===== src/rtl/hesap_paket.sv =====
// Shared constants and types for the calculator function-unit arbiter.
// Opcodes, FSM state encoding and fixed-point widths used by the arbiter and its bench.
package hesap_paket;

    localparam logic [2:0] SINUS     = 3'b000;
    localparam logic [2:0] COSINUS   = 3'b001;
    localparam logic [2:0] TANJANT   = 3'b010;
    localparam logic [2:0] KOTANJANT = 3'b011;

    localparam int unsigned TAM_W   = 16;
    localparam int unsigned KESIR_W = 16;
    localparam int unsigned SONUC_W = 64;

    typedef enum logic [1:0] {
        BOSTA = 2'd0,
        BEKLE = 2'd1,
        SUNUM = 2'd2
    } durum_t;

    // Anything above the last trig opcode (1xx) is rejected without touching the unit.
    function automatic logic islem_gecerli(input int unsigned kod);
        return kod <= 32'(KOTANJANT);
    endfunction

endpackage


===== src/rtl/dongusel_hakem.sv =====
// Combinational round-robin selector: first requester at or above the pointer wins, with wrap.
module dongusel_hakem #(
    parameter int unsigned N     = 2,
    parameter int unsigned IDX_W = 1
) (
    input  logic [N-1:0]     istek,
    input  logic [IDX_W-1:0] isaretci,
    output logic [N-1:0]     hibe,
    output logic [IDX_W-1:0] hibe_idx,
    output logic             var_mi
);

    always_comb begin : secim
        int unsigned j;
        hibe     = '0;
        hibe_idx = '0;
        var_mi   = 1'b0;
        j        = 0;
        for (int unsigned k = 0; k < N; k++) begin
            j = (32'(isaretci) + k) % N;
            if (!var_mi && istek[IDX_W'(j)]) begin
                var_mi              = 1'b1;
                hibe[IDX_W'(j)]     = 1'b1;
                hibe_idx            = IDX_W'(j);
            end
        end
    end

endmodule


===== src/rtl/hesap_birimi_hakem.sv =====
// Arbitrates one shared trig unit between calculator front-ends: latch request, drive unit,
// wait a fixed settle time, capture result and hold it until the owner accepts it.
module hesap_birimi_hakem
    import hesap_paket::*;
#(
    parameter int unsigned ISTEKCI_SAYISI = 2,
    parameter int unsigned BEKLEME        = 4,
    parameter int unsigned OP_W           = 3
) (
    input  logic                                      clk,
    input  logic                                      rst,
    input  logic [ISTEKCI_SAYISI-1:0]                 istek,
    input  logic [ISTEKCI_SAYISI*OP_W-1:0]            islem_kodu,
    input  logic [ISTEKCI_SAYISI*(TAM_W+KESIR_W)-1:0] sayi1,
    output logic [ISTEKCI_SAYISI-1:0]                 kabul,
    output logic [SONUC_W-1:0]                        sonuc,
    output logic                                      tasma,
    output logic [ISTEKCI_SAYISI-1:0]                 sonuc_gecerli,
    input  logic [ISTEKCI_SAYISI-1:0]                 sonuc_al,
    output logic                                      mesgul,
    output logic [OP_W-1:0]                           birim_secim,
    output logic [TAM_W+KESIR_W-1:0]                  birim_sayi1,
    input  logic [SONUC_W-1:0]                        birim_sonuc,
    input  logic                                      birim_tasma
);

    localparam int unsigned N       = ISTEKCI_SAYISI;
    localparam int unsigned IDX_W   = (N > 1) ? $clog2(N) : 1;
    localparam int unsigned SAYAC_W = (BEKLEME > 1) ? $clog2(BEKLEME) : 1;
    localparam int unsigned SAYI_W  = TAM_W + KESIR_W;
    localparam logic [N-1:0] BIR    = N'(1);

    durum_t               durum_q, durum_d;
    logic [IDX_W-1:0]     isaretci_q, isaretci_d;
    logic [IDX_W-1:0]     sahip_q, sahip_d;
    logic [SAYAC_W-1:0]   sayac_q, sayac_d;
    logic [N-1:0]         kabul_q, kabul_d;
    logic [N-1:0]         gecerli_q, gecerli_d;
    logic [SONUC_W-1:0]   sonuc_q, sonuc_d;
    logic                 tasma_q, tasma_d;
    logic [OP_W-1:0]      birim_secim_q, birim_secim_d;
    logic [SAYI_W-1:0]    birim_sayi1_q, birim_sayi1_d;

    logic [N-1:0]         hibe;
    logic [IDX_W-1:0]     hibe_idx;
    logic                 var_mi;
    logic [OP_W-1:0]      kod_dizi  [N];
    logic [SAYI_W-1:0]    sayi_dizi [N];
    logic [OP_W-1:0]      sec_kod;
    logic [SAYI_W-1:0]    sec_sayi;

    for (genvar i = 0; i < N; i++) begin : g_dilim
        assign kod_dizi[i]  = islem_kodu[i*OP_W +: OP_W];
        assign sayi_dizi[i] = sayi1[i*SAYI_W +: SAYI_W];
    end

    assign sec_kod  = kod_dizi[hibe_idx];
    assign sec_sayi = sayi_dizi[hibe_idx];

    dongusel_hakem #(
        .N     (N),
        .IDX_W (IDX_W)
    ) u_hakem (
        .istek    (istek),
        .isaretci (isaretci_q),
        .hibe     (hibe),
        .hibe_idx (hibe_idx),
        .var_mi   (var_mi)
    );

    always_comb begin
        durum_d       = durum_q;
        isaretci_d    = isaretci_q;
        sahip_d       = sahip_q;
        sayac_d       = sayac_q;
        kabul_d       = '0;
        gecerli_d     = gecerli_q;
        sonuc_d       = sonuc_q;
        tasma_d       = tasma_q;
        birim_secim_d = birim_secim_q;
        birim_sayi1_d = birim_sayi1_q;

        case (durum_q)
            BOSTA: begin
                if (var_mi) begin
                    sahip_d    = hibe_idx;
                    kabul_d    = hibe;
                    isaretci_d = (hibe_idx == IDX_W'(N - 1)) ? '0 : hibe_idx + IDX_W'(1);
                    if (islem_gecerli(32'(sec_kod))) begin
                        birim_secim_d = sec_kod;
                        birim_sayi1_d = sec_sayi;
                        sayac_d       = SAYAC_W'(BEKLEME - 1);
                        durum_d       = BEKLE;
                    end else begin
                        sonuc_d = '0;
                        tasma_d = 1'b1;
                        durum_d = SUNUM;
                    end
                end
            end
            BEKLE: begin
                if (sayac_q != '0) begin
                    sayac_d = sayac_q - SAYAC_W'(1);
                end else begin
                    sonuc_d   = birim_sonuc;
                    tasma_d   = birim_tasma;
                    gecerli_d = BIR << sahip_q;
                    durum_d   = SUNUM;
                end
            end
            SUNUM: begin
                // An invalid opcode enters here without a valid bit; raise it one cycle later.
                if (gecerli_q == '0) begin
                    gecerli_d = BIR << sahip_q;
                end else if (sonuc_al[sahip_q]) begin
                    gecerli_d = '0;
                    durum_d   = BOSTA;
                end
            end
            default: durum_d = BOSTA;
        endcase
    end

    always_ff @(posedge clk or posedge rst) begin
        if (rst) begin
            durum_q       <= BOSTA;
            isaretci_q    <= '0;
            sahip_q       <= '0;
            sayac_q       <= '0;
            kabul_q       <= '0;
            gecerli_q     <= '0;
            sonuc_q       <= '0;
            tasma_q       <= 1'b0;
            birim_secim_q <= '0;
            birim_sayi1_q <= '0;
        end else begin
            durum_q       <= durum_d;
            isaretci_q    <= isaretci_d;
            sahip_q       <= sahip_d;
            sayac_q       <= sayac_d;
            kabul_q       <= kabul_d;
            gecerli_q     <= gecerli_d;
            sonuc_q       <= sonuc_d;
            tasma_q       <= tasma_d;
            birim_secim_q <= birim_secim_d;
            birim_sayi1_q <= birim_sayi1_d;
        end
    end

    assign kabul         = kabul_q;
    assign sonuc         = sonuc_q;
    assign tasma         = tasma_q;
    assign sonuc_gecerli = gecerli_q;
    assign mesgul        = (durum_q != BOSTA);
    assign birim_secim   = birim_secim_q;
    assign birim_sayi1   = birim_sayi1_q;

endmodule

===== config.mk =====
export PLATFORM = sky130hd
export DESIGN_NAME = hesap_birimi_hakem
export DESIGN_NICKNAME = d
export VERILOG_FILES = /design/src/rtl/hesap_paket.sv /design/src/rtl/dongusel_hakem.sv /design/src/rtl/hesap_birimi_hakem.sv
export SDC_FILE = /design/constraint.sdc
export NUM_CORES = 1
export LEC_CHECK = 0
export CAP_MARGIN = 20
export CORE_MARGIN = 2
export CORE_UTILIZATION = 40
export CTS_CLUSTER_DIAMETER = 40
export DETAILED_ROUTE_END_ITERATION = 6
export GPL_TIMING_DRIVEN = 0
export PLACE_DENSITY = 0.86
export SYNTH_ARGS = -nofsm -noshare
export SYNTH_HDL_FRONTEND = slang
export SYNTH_HIERARCHICAL = 1
export SYNTH_SLANG_ARGS = --single-unit

===== constraint.sdc =====
create_clock -name clk -period 4.3 [get_ports clk]
set_input_delay 0.86 -clock clk [delete_from_list [all_inputs] [get_ports clk]]
set_output_delay 0.86 -clock clk [all_outputs]
set_load 0.05 [all_outputs]

# == After elaboration in Yosys (flattened, before gate mapping) ==
# Index checks and enable logic that the tools add are counted.
# word_totals
ff_bits,110
inputBits,141
out_inout_bits,105
elab_cells,95
# op_classes
addsub,3
order_cmp,7
n_eq_ne,10
shift,1
n_mux,46
bitwise_logic,2
n_reduce_logical,16
# ops
cell,count
$mux W64,3
$pmux W64 S2,1
$mux W32,3
$mux W2,14
$mux W1,16
$ne A2 B2 Y1 const B,6
$reduce_and A4 Y1,3
$mux W3,3
$pmux W2 S2,2
$reduce_bool A2 Y1,4
$lt A1 B2 Y1 const B,3
$pmux W2 S3,1
$reduce_and A3 Y1,2
$logic_not A2 Y1,2
$le A3 B2 Y1 const B,1
$logic_and A1 B1 Y1,3
$ne A3 B3 Y1 const B,1
$add A1 B1 Y1 const B,2
$demux W1 S1,2
$eq A2 B1 Y1 const B,1
$eq A2 B2 Y1 const B,1
$ge A1 B1 Y1 const B,2
$ge A2 B2 Y1 const B,1
$ne A2 B1 Y1 const B,1
7 further kinds,7

# == Longest topological paths before layout ==
# depth
word_depth,14
mapped_depth,8
ltp_nobuf,5

# == Cells and area by module ==
# Netlist, hierarchy kept.
# by_module_without_submodules
module,instances,cells_each,area_per_inst_um2,seq_area_each_um2
hesap_birimi_hakem,1,484,4745.8,2752.6
dongusel_hakem,1,5,32.5,0.0

# == Worst setup path after synthesis ==
# Ideal clock, no wire load.
# synth_timing
path_kind,input to register
startpoint,input istek[1]
endpoint,register durum_q[1]
setup_ns,0.137
t_arrival_ns,2.009
required_time_ns,4.163
path_slack_ns,2.154
cell_stages,7
path_buffers,3
cell_sequence,a21boi_0 > buf_4 > mux2i_4 > nor2_2 > buf_4 > buf_6 > nand3b_1
# synth_via
elab_chain_len,14
elab_cells_between_ends,20
cone_classes,order compare: 1; eq/ne: 1; mux: 14; bitwise: 1; reduce/logical: 3
# synth_rtl
element,line,text
"start, declared",hesap_birimi_hakem.sv:12,"input logic [ISTEKCI_SAYISI-1:0] istek,"
$mux W1 (implied by the code) (2 in series),dongusel_hakem.sv:21,if (!var_mi && istek[IDX_W'(j)]) begin
$mux W1,dongusel_hakem.sv:21,
$logic_not A1 Y1,dongusel_hakem.sv:21,
$logic_and A1 B1 Y1,dongusel_hakem.sv:21,
$mux W1,dongusel_hakem.sv:21,
$not A1 Y2 (implied by the code),hesap_birimi_hakem.sv:57,assign sec_kod = kod_dizi[hibe_idx];
$mux W3 (implied by the code) (3 in series),hesap_birimi_hakem.sv:57,
$le A3 B2 Y1,hesap_paket.sv:22,return kod <= 32'(KOTANJANT);
$mux W2,hesap_birimi_hakem.sv:89,if (islem_gecerli(32'(sec_kod))) begin
$mux W2,hesap_birimi_hakem.sv:85,if (var_mi) begin
$pmux W2 S3,hesap_birimi_hakem.sv:83,case (durum_q)
"end signal, assigned",hesap_birimi_hakem.sv:137,durum_q <= durum_d;
"end, declared",hesap_birimi_hakem.sv:33,"durum_t durum_q, durum_d;"
# Several ways; a longest one is shown, not always the timed one. The select of a mux whose other input is x is not followed.
# A chain may end at the register's enable or synchronous reset.

# == Worst setup path after layout ==
# layout_timing
startpoint,register durum_q[0]
endpoint,output mesgul
# layout_via
elab_chain_len,1
# layout_rtl
element,line,text
$reduce_bool A2 Y1,hesap_birimi_hakem.sv:154,assign mesgul = (durum_q != BOSTA);
"end, declared",hesap_birimi_hakem.sv:20,"output logic mesgul,"
# Every way passes these cells.

==> out/summary.txt <==
Tot GR Track Use - 24.0%
Placer Congestion - 0.855
Worst path arrival time - 1.82 ns
FFs w/ async S/R, synth - 100%
Vias - 4721
DRT Pass-1 Iters - 4
Clock sinks - 110
Fmax - 373 MHz
Fillers - 886
Relative slew slack - 60.3%
Critical path class - register to primary output
Area of the die - 12800 um^2
Largest net degree at the start of global routing - 65
Die height - 113 um
Ports - 246
Most area-hungry cell type in the Yosys netlist - dfrtp_1
Syn Area/Cell - 9.77 um^2
Count leader, synth - nand2_1
Hold path cells - 1
Dominant cells by area after synthesis - dfrtp_1 58%, nand2_1 10%, mux2i_1 7.3%
Pins Over Slew Limit - 0
Number of diodes - 0
Worst Skew - 0.00638 ns
Hold_buf cts - 0
Max-Cap Viols - 0
Tmin final - 2.68 ns
Yosys cell types - 32
FF-to-FF path depth - 7
Net Sw Frac - 47.6%
Worst Path Max Fanout - 8
Post-Syn Area - 4780 um^2
Post-DP Area - 7440 um^2
Row count - 39
Hold Vio Cnt, Final - 0
VDD IR max - 464 uV
Die width - 113 um
Post-route insts no fill - 893
DRC viols - 0
Primary FF master, synth - dfrtp_1
Sequential cell fraction of total power - 28.9%
Top cells by count, synth - 132 x nand2_1, 110 x dfrtp_1, 40 x o21ai_1, 35 x a21oi_1, 35 x mux2i_1
Yosys warning count - 6
Nets@finish - 888
Crit path to - mesgul
Longest Clk Path Bufs - 2
Startpoint types - register
Fin Setup TNS - 0 ns
WL/cell - 17.3 um
Fin area - 7760 um^2
Drt via density - 5.29
Critical Path End Type - primary output
Cells after DPL - 878
Period utilization - 62.4%
Reg2reg setup slack - 2.38 ns
Number of gates resized after CTS - 0
P_leak - 3.24 nW
Synthesis-to-finish area growth - 62.5%
First-pass GRT wire length - 24.3 mm
Storage cell area - 2750 um^2
Hold WS - 0.492 ns
Clk root buf - clkbuf_16
Slew @ Worst Pin - 0.595 ns
Initial core utilization - 41.5%
Worst-skew pair later-pin latency - 0.34 ns
Outcome - completed
DRT Wirelength - 15.4 mm
Power share of the clock group - 15.1%
Internal cell power - 3.11 mW
Clock-pin slew on the worst setup and hold paths - 0.07 ns
Pwr dens - 764 nW/um^2
Buffers added on ports - 245
DP HPWL - 11.8 mm
Routed Antenna Nets - 0
DR iter-0 viols - 286
Initial antenna violation count - 0
Cts bufs inserted - 9
RSZ-0062 raised after global routing - no
Synth Net Count - 631
Combinational power share - 55.9%
Worst r2r dst - birim_sayi1[5]
Crit. Startpoint - durum_q[0]
Worst r2r src - isaretci_q
Worst hold path type - register to register
TritonCTS clock tree - built
Share of cells above drive strength 1 - 6.13%
Vias in the first global route - 4841
H-tree levels - 3
Syn Inst Count - 489
Area occupied by multi-input gates - 1800 um^2
Setup bufs post-CTS - 0
Sw Pwr - 2.83 mW
Core area - 11500 um^2
Top cell type's share of synthesized area - 57.6%
Grt ovf - 0
Sequential element share of the synthesized area - 57.6%
# setup viols final - 0
Critical Path RT - 3.44 ns
Post-synth EDFFs - 0
Synth Register Bits - 110
layout make-up:
| class | instances | share of cell area (%) |
|---|---|---|
| buffer | 41 | 2.71 |
| clock buffer | 12 | 3.30 |
| clock inverter | 3 | 0.870 |
| inverter | 5 | 0.274 |
| multi-input combinational | 333 | 23.1 |
| sequential | 110 | 35.5 |
| tap | 143 | 2.30 |
| timing repair buffer | 246 | 31.9 |
cell usage in the layout, fill, tap and decap left out, types with 2 or more instances in the layout:
cell	instances
clkdlybuf4s50_1	245
nand2_1	132
dfrtp_1	110
o21ai_1	40
mux2i_1	35
a21oi_1	35
a31oi_1	34
o21ai_0	29
clkbuf_1	16
buf_2	16
clkbuf_16	9
buf_4	7
inv_1	4
and2_1	3
a21boi_0	3
nand3b_1	2
nor3b_1	2
nor2_1	2
nand2b_1	2
o211ai_1	2
clkbuf_2	2
clkbuf_8	2
bufinv_16	2
worst min-delay path by stage:
stage | startpoint | endpoint | slack [ns]
3_3_place_gp | birim_secim[2] | birim_secim[2] | 0.48
6_report | birim_secim[2] | birim_secim[2] | 0.49
5_1_grt | sonuc[46] | sonuc[46] | 0.53
2_1_floorplan | isaretci_q | isaretci_q | 0.46
4_1_cts | birim_secim[2] | birim_secim[2] | 0.50
3_5_place_dp | birim_secim[2] | birim_secim[2] | 0.47
state kept, by name (all words and copies together) (netlist names):
register       cells
birim_sayi1       32
birim_secim        3
durum_q            2
isaretci_q         1
kabul              2
sahip_q            1
sayac_q            2
sonuc             64
sonuc_gecerli      2
tasma              1
critical path, cell delays in order (launching register included):
cell	delay (ns)
dfrtp_1	0.45
or2_2	0.31
clkdlybuf4s50_1	0.72
stage by stage:
step	util, %	setup WS, ns	power [mW]
2_1_floorplan	-	0.538	3.82
3_3_place_gp	64.3	-0.975	4.97
3_5_place_dp	64.6	1.35	5.05
4_1_cts	67.4	1.59	5.96
5_1_grt	67.4	1.54	6.21
6_report	67.4	1.62	5.93
routing by layer:
metal / vias up / part of all wire, % / track usage (%)
met3: 24 / 9.8 / 8.09
met2: 259 / 48 / 40.6
met5: - / 0 / 0
met1: 2252 / 40 / 28.9
met4: 0 / 2.3 / 7.80
li1: 2186 / - / -
cells by family (layout without fill, tap and decap cells):
logic type	count (synthesis)	count (layout)	synth area share [%]
simple gates	149	149	12.8
compound gates	147	147	16.8
flops	110	110	57.6
buf+inv	46	307	4.79
mux	36	36	7.80
fa+ha+maj	1	1	0.262
power groups by stage:
stage | Combinational (mW) | Clock [mW] | Sequential [mW]
floorplan | 0.749 | 0 | 3.07
global placement | 3.26 | 0 | 1.71
detailed placement | 3.32 | 0 | 1.73
CTS | 3.33 | 0.916 | 1.71
global route | 3.49 | 0.958 | 1.77
finish | 3.32 | 0.897 | 1.72
Power figures use the tool's default switching activity.
